--- config.mk ---
export PLATFORM = sky130hd
export DESIGN_NAME = fetch_sequencer
export DESIGN_NICKNAME = d
export VERILOG_FILES = /design/src/rtl/fetch_sequencer.sv
export SDC_FILE = /design/constraint.sdc
export NUM_CORES = 1
export LEC_CHECK = 0
export ABC_AREA = 1
export CORE_MARGIN = 4
export CORE_UTILIZATION = 25
export DETAILED_ROUTE_END_ITERATION = 16
export GPL_ROUTABILITY_DRIVEN = 1
export HOLD_SLACK_MARGIN = 0.15
export PLACE_DENSITY = 0.49
export SYNTH_ARGS = -nofsm -noshare
export SYNTH_HDL_FRONTEND = slang
export SYNTH_SLANG_ARGS = --single-unit
export TNS_END_PERCENT = 1
--- constraint.sdc ---
create_clock -name clk -period 1.8 [get_ports clk]
set_input_delay 0.36 -clock clk [delete_from_list [all_inputs] [get_ports clk]]
set_output_delay 0.36 -clock clk [all_outputs]
set_load 0.1 [all_outputs]
--- src/rtl/fetch_sequencer.sv ---
`default_nettype none
// ============================================================================
//  Module   : fetch_sequencer
//  Purpose  : Owns the fetch PC, drives IM and registers the IF/ID payload.
//             Optional FETCH_SEQ_PERF_EN adds fetch/bubble performance counters.
//  Revision : 1.0  initial release
// ============================================================================
module fetch_sequencer #(
    parameter logic [31:0] RESET_PC   = 32'h0000_3000,
    parameter logic [31:0] HANDLER_PC = 32'h0000_4180,
    parameter logic [4:0]  ADEL_CODE  = 5'h4
) (
    input  logic        clk,
    input  logic        reset,
    input  logic        stall,
    input  logic        br_taken,
    input  logic [31:0] br_target,
    input  logic        exc_req,
    input  logic        eret_req,
    input  logic [31:0] epc,
    output logic [31:0] im_addr,
    input  logic [31:0] im_instr,
    input  logic [4:0]  im_exc,
    output logic [31:0] if_instr,
    output logic [31:0] if_pc,
    output logic        if_valid,
    output logic [4:0]  if_exc_code
`ifdef FETCH_SEQ_PERF_EN
    ,
    output logic [31:0] perf_fetch,
    output logic [31:0] perf_bubble
`endif
);

    typedef enum logic [1:0] {
        ST_BOOT     = 2'd0,
        ST_RUN      = 2'd1,
        ST_FLUSH    = 2'd2,
        ST_WAIT_EXC = 2'd3
    } state_t;

    state_t      st_q, st_d;
    logic [31:0] pc_q, pc_d;
    logic [31:0] if_instr_q, if_instr_d;
    logic [31:0] if_pc_q, if_pc_d;
    logic        if_valid_q, if_valid_d;
    logic [4:0]  if_exc_q, if_exc_d;
    logic        w_bubble;

    always_comb begin
        st_d       = st_q;
        pc_d       = pc_q;
        if_instr_d = if_instr_q;
        if_pc_d    = if_pc_q;
        if_valid_d = if_valid_q;
        if_exc_d   = if_exc_q;
        w_bubble   = 1'b0;

        if (exc_req) begin
            pc_d     = HANDLER_PC;
            st_d     = ST_FLUSH;
            w_bubble = 1'b1;
        end else if (eret_req) begin
            pc_d     = epc;
            st_d     = ST_FLUSH;
            w_bubble = 1'b1;
        end else if (st_q == ST_WAIT_EXC) begin
            // Parked on a fetch fault until CP0 redirects; stall is irrelevant here.
            w_bubble = 1'b1;
        end else if (stall) begin
            // Freeze PC, state and payload.
        end else if (st_q == ST_BOOT || st_q == ST_FLUSH) begin
            w_bubble = 1'b1;
            st_d     = ST_RUN;
        end else if (im_exc == ADEL_CODE) begin
            if_instr_d = 32'h0;
            if_pc_d    = pc_q;
            if_valid_d = 1'b1;
            if_exc_d   = im_exc;
            st_d       = ST_WAIT_EXC;
        end else begin
            if_instr_d = im_instr;
            if_pc_d    = pc_q;
            if_valid_d = 1'b1;
            if_exc_d   = im_exc;
            pc_d       = br_taken ? br_target : pc_q + 32'd4;
        end

        if (w_bubble) begin
            if_instr_d = 32'h0;
            if_pc_d    = pc_q;
            if_valid_d = 1'b0;
            if_exc_d   = 5'h0;
        end
    end

    always_ff @(posedge clk) begin
        if (reset) begin
            st_q       <= ST_BOOT;
            pc_q       <= RESET_PC;
            if_instr_q <= 32'h0;
            if_pc_q    <= 32'h0;
            if_valid_q <= 1'b0;
            if_exc_q   <= 5'h0;
        end else begin
            st_q       <= st_d;
            pc_q       <= pc_d;
            if_instr_q <= if_instr_d;
            if_pc_q    <= if_pc_d;
            if_valid_q <= if_valid_d;
            if_exc_q   <= if_exc_d;
        end
    end

    assign im_addr     = pc_q;
    assign if_instr    = if_instr_q;
    assign if_pc       = if_pc_q;
    assign if_valid    = if_valid_q;
    assign if_exc_code = if_exc_q;

`ifdef FETCH_SEQ_PERF_EN
    logic [31:0] perf_fetch_q, perf_fetch_d;
    logic [31:0] perf_bubble_q, perf_bubble_d;
    logic        w_clean_fetch;

    // A clean fetch is a newly latched valid payload without an exception tag.
    assign w_clean_fetch = !w_bubble && !stall && (st_q == ST_RUN) && (if_exc_d == 5'h0)
                           && !exc_req && !eret_req;

    always_comb begin
        perf_fetch_d  = perf_fetch_q;
        perf_bubble_d = perf_bubble_q;
        if (w_clean_fetch) perf_fetch_d = perf_fetch_q + 32'd1;
        if (w_bubble)      perf_bubble_d = perf_bubble_q + 32'd1;
    end

    always_ff @(posedge clk) begin
        if (reset) begin
            perf_fetch_q  <= 32'h0;
            perf_bubble_q <= 32'h0;
        end else begin
            perf_fetch_q  <= perf_fetch_d;
            perf_bubble_q <= perf_bubble_d;
        end
    end

    assign perf_fetch  = perf_fetch_q;
    assign perf_bubble = perf_bubble_q;
`endif

endmodule
`default_nettype wire

==> Yosys cells after proc, flatten, opt, wreduce, memory -nomap -nowiden <==
Cells that the tools add are included.
{ "op_classes": {"mux": 25, "bitwise_logic": 5, "reduce_logical": 13, "n_eq_ne": 16, "add_sub_neg": 1} }
{ "op_table": {"columns": ["cell", "n"], "rows": [
  ["$mux 32", 13],
  ["$add 32x3->32 const B", 1],
  ["$mux 15", 1],
  ["$mux 2", 6],
  ["$ne 2x2->1 const B", 5],
  ["$reduce_and 5->1", 2],
  ["$ne 3x3->1 const B", 3],
  ["$ne 2x1->1 const B", 4],
  ["$reduce_and 4->1", 2],
  ["$reduce_and 3->1", 2],
  ["$eq 5x3->1 const B", 1],
  ["$mux 1", 5],
  ["$not 1->1", 5],
  ["$eq 2x2->1 const B", 2],
  ["$reduce_bool 4->1", 1],
  ["$reduce_or 2->1", 2],
  ["$ne 3x1->1 const B", 1],
  ["$reduce_or 3->1", 1],
  ["$logic_not 2->1", 1],
  ["$reduce_bool 2->1", 1],
  ["$logic_or 1x1->1", 1]
]} }
{ "word_totals": {"register_bits": 104, "inputBits": 107, "out_inout_bits": 102, "elab_cells": 68} }

==> Depth between registers and ports, before layout <==
Gate-level depths: netlist of run 1.
{ "logic_depth": {"depth_word": 9, "depth_mapped": 10} }

==> Worst setup path after synthesis of run 1 <==
No wires, ideal clock.
{ "synth_path": {"path_kind": "flip-flop to flip-flop", "startpoint": "register pc_q[3], in the netlist im_addr[3]", "endpoint": "register pc_q[10], in the netlist im_addr[10]", "stages_incl_launch_ff": 11, "required_ns": 1.685, "path_buffers": 0, "arrival_ns": 2.122, "setup_slack_ns": -0.438, "path_cell_list": "dfxtp_1 ha_1 nand2_1 nor2_2 nand2_2 inv_1 nand2_1 nand3_1 nand3_1 o21ai_0 inv_1"} }
{ "synth_via": {"elab_chain_len": 7} }
{ "synth_rtl": {"columns": ["item", "line", "text"], "rows": [
  ["from (decl)", "43", "logic [31:0] pc_q, pc_d;"],
  ["from (signal assigned)", "107", "pc_q <= pc_d;"],
  ["$add 32x3->32", "86", "pc_d = br_taken ? br_target : pc_q + 32'd4;"],
  ["$mux 32", "86", null],
  ["$mux 32", "75", "end else if (im_exc == ADEL_CODE) begin"],
  ["$mux 32", "72", "end else if (st_q == ST_BOOT || st_q == ST_FLUSH) begin"],
  ["$mux 32", "70", "end else if (stall) begin"],
  ["$mux 32", "67", "end else if (st_q == ST_WAIT_EXC) begin"],
  ["$mux 32", "63", "end else if (eret_req) begin"]
]} }
No other way between the ends. The select of a mux whose other input is x is not followed.
A chain may end at the register's enable or synchronous reset.

==> Final worst setup path of run 1 <==
{ "layout_path": {"startpoint": "register pc_q[2], in the netlist im_addr[2]", "endpoint": "register pc_q[15], in the netlist im_addr[15]"} }
Same word-level chain as after synthesis.

==> results of run 1 <==
==> per-stage QoR <==
stage	hold slack (ns)	instance area [sq um]	setup TNS (ns)
final	0.5011	9255	0
after detailed placement	0.4903	8927	-3.763
after floorplan	0.4291	5304	-0.04623
after global routing	0.5128	9255	0
after global placement	0.4880	8927	-2.117
after CTS	0.5021	9248	0
==> critical path, cell delays in order, from the launching register on <==
cell	delay [ns]
dfxtp_2	0.41
inv_1	0.16
nor2_4	0.19
nand2_1	0.14
nor2_2	0.21
nor2_1	0.06
o21ai_0	0.25
a21oi_1	0.10
==> layout make-up <==
cell class                      instances  area [sq um]  area share
Antenna cell                            1         2.502   0.0002704
Clock buffer                           11         252.7     0.02731
Sequential cell                       104          2115      0.2285
Timing Repair Buffer                  248          3503      0.3785
Clock inverter                          5         67.56    0.007300
Tap cell                              270         337.8     0.03650
Inverter                               55         209.0     0.02258
Multi-Input combinational cell        584          2768      0.2990
==> cells by family after synthesis <==
family                     synth area share
AOI/OAI and AO/OA                    0.1790
xor gates and xnor gates           0.009969
adders and majority gates          0.002373
buffers and inverters               0.08094
DFF                                  0.3950
and+or+nand+nor                      0.3328
==> power by group <==
group | internal (W) | switching (W) | total [W]
combinational | 0.000638 | 0.000918 | 0.00156
sequential | 0.00238 | 0.000120 | 0.00250
clock | 0.00118 | 0.000952 | 0.00213
==> synthesized netlist by cell type (all sizes together) <==
| library cell | number | area (sq um) |
|---|---|---|
| xor2 | 6 | 52.55 |
| buf | 23 | 145.1 |
| a31oi | 1 | 6.260 |
| nand3b | 1 | 7.510 |
| inv | 55 | 209.0 |
| nand3 | 89 | 470.5 |
| ha | 1 | 12.51 |
| o211ai | 1 | 7.510 |
| clkbuf | 18 | 72.57 |
| nand2 | 214 | 845.8 |
| nor2 | 83 | 381.6 |
| o22ai | 3 | 18.77 |
| or2 | 1 | 6.260 |
| nor3 | 4 | 36.29 |
| dfxtp | 104 | 2082 |
| a21oi | 102 | 525.5 |
| o21ai | 77 | 385.4 |
| nand4 | 1 | 6.260 |
==> sequential cells by signal, summed over array words and instances, names as in the netlist, named ones only <==
signal       flops
if_valid         1
st_q             2
im_addr         30
if_instr        32
if_pc           32
if_exc_code      5
==> layer usage <==
metal | global-route usage | share of wire | vias to the layer above
met1 | 0.2409 | 0.47 | 2588
met3 | 0.04608 | 0.066 | 21
met2 | 0.2583 | 0.44 | 183
met4 | 0.05218 | 0.021 | 0
met5 | 0 | 0 | -
li1 | - | - | 2996
==> worst min path at each step <==
stage	from	end	slack, ns	depth (start not counted)
3_5_place_dp	if_instr[4]	if_instr[4]	0.49	2
4_1_cts	if_instr[4]	if_instr[4]	0.50	2
5_1_grt	if_instr[18]	if_instr[18]	0.51	2
3_3_place_gp	if_instr[2]	if_instr[2]	0.49	2
2_1_floorplan	reset	st_q[1]	0.43	1
6_report	if_instr[2]	if_instr[2]	0.50	2
==> metrics.md, run 1 <==
| Metric | Value |
|---|---|
| Pwr Density | `668.9 nW/um^2` |
| Vias in the first global route | `5593` |
| Reg2Reg Setup Slack | `0.16 ns` |
| Initial antenna violation count | `1` |
| Leading cell type in the layout, fill and taps excluded | `nand2_1` |
| Clock buffer count from CTS | `9` |
| Clock Sinks | `104` |
| Pre-CTS setup slack | `-0.08862 ns` |
| RSZ-0062 raised after global routing | `no` |
| CTS tree | `yes` |
| Pwr Total | `0.006191 W` |
| Setup violators final | `0` |
| Cell row count | `52` |
| Setup crit start kind | `register` |
| Fillcell total | `2073` |
| WP data arrival | `1.87 ns` |
| Critical path endpoint category | `register` |
| Drt total wl | `20720 um` |
| Final Skew | `0.007548 ns` |
| Total of warnings raised by yosys | `0` |
| Total Nets Final | `1110` |
| Peak supply drop | `0.4190 mV` |
| Clk_lat worst skew | `0.35 ns` |
| Total number of vias | `5788` |
| Die H | `153.2 um` |
| DR pass1 iterations | `4` |
| CTS Hold Bufs | `0` |
| Post-placement cell count | `1261` |
| Fmax | `608.1 MHz` |
| Max_cap viols | `0` |
| Syn_nets | `892` |
| Via density | `4.529` |
| Detail Route Antenna Nets | `0` |
| Count of final max-slew check failures | `0` |
| Post-Syn Area per Cell | `6.724 sq um` |
| Input/output buffers | `208` |
| Max Root-Sink Buffers | `2` |
| Pin count of the biggest net entering global routing | `43` |
| Fin. Hold Viols | `0` |
| Final Non-Filler Cells | `1278` |
| Minimum clock period | `1.645 ns` |
| GRT Util Overall | `0.1719` |
| Share of cells above drive strength 1 | `0.2224` |
| Final GP Congestion | `0.9163` |
| Worst R2R End | `im_addr[15]` |
| H-tree levels | `3` |
| Measured slew at the worst slew-check pin | `0.3881 ns` |
| Sequential share of the synthesized area | `0.3950` |
| Final period util | `0.9136` |
| Final core utilization | `0.4516` |
| Die W | `153.2 um` |
| CTS-repair resized insts | `0` |
| Hold Crit Class | `register to register` |
| Req. time, crit path | `2.03 ns` |
| First-pass GRT wire length | `32320 um` |
| Crit path max fanout | `5` |
| Initial core utilization | `0.2572` |
| Synth cell types | `33` |
| Slew HR | `0.7413` |
| Mapped cell area | `5271 sq um` |
| Fin worst setup slack | `0.1555 ns` |
| Leak | `3.512 nW` |
| WL/cell | `16.21 um` |
| Clk pin slew, worst setup/hold paths | `0.07 ns` |
| Setup Fix Bufs, Post-CTS | `0` |
| Setup CP Type | `register to register` |
| Status | `complete, no violations` |
| DR iter-0 viols | `373` |
| DRC viols | `0` |
| Cells after synthesis | `784` |
| RR Startpoint | `im_addr[2]` |
| Most frequent cells in the layout | `nand2_1 (203), buf_12 (110), clkdlybuf4s50_1 (106), a21oi_1 (98), nand3_1 (84)` |
| Dpl hpwl | `16530 um` |
| Clock root cell | `clkbuf_16` |
| Area Growth Syn to Fin | `75.58%` |
| CP endpoint | `im_addr[15]` |
| I/O pin cnt | `209` |
| Core area | `20490 sq um` |
| DIE AREA | `23470 sq um` |
| R2R cell count | `7` |
| Flops & latches, synth | `104` |
| Remaining global-route overflow | `0` |
| Worst setup path startpoint | `im_addr[2]` |
(Power assumes the default switching activity.)
==> inputs of run 2 (changes only) <==
Settings changed: CTS_CLUSTER_SIZE from default to 28.
==> results of run 2 <==
No change in the layout: final DEF, timing and power equal those of run 1.
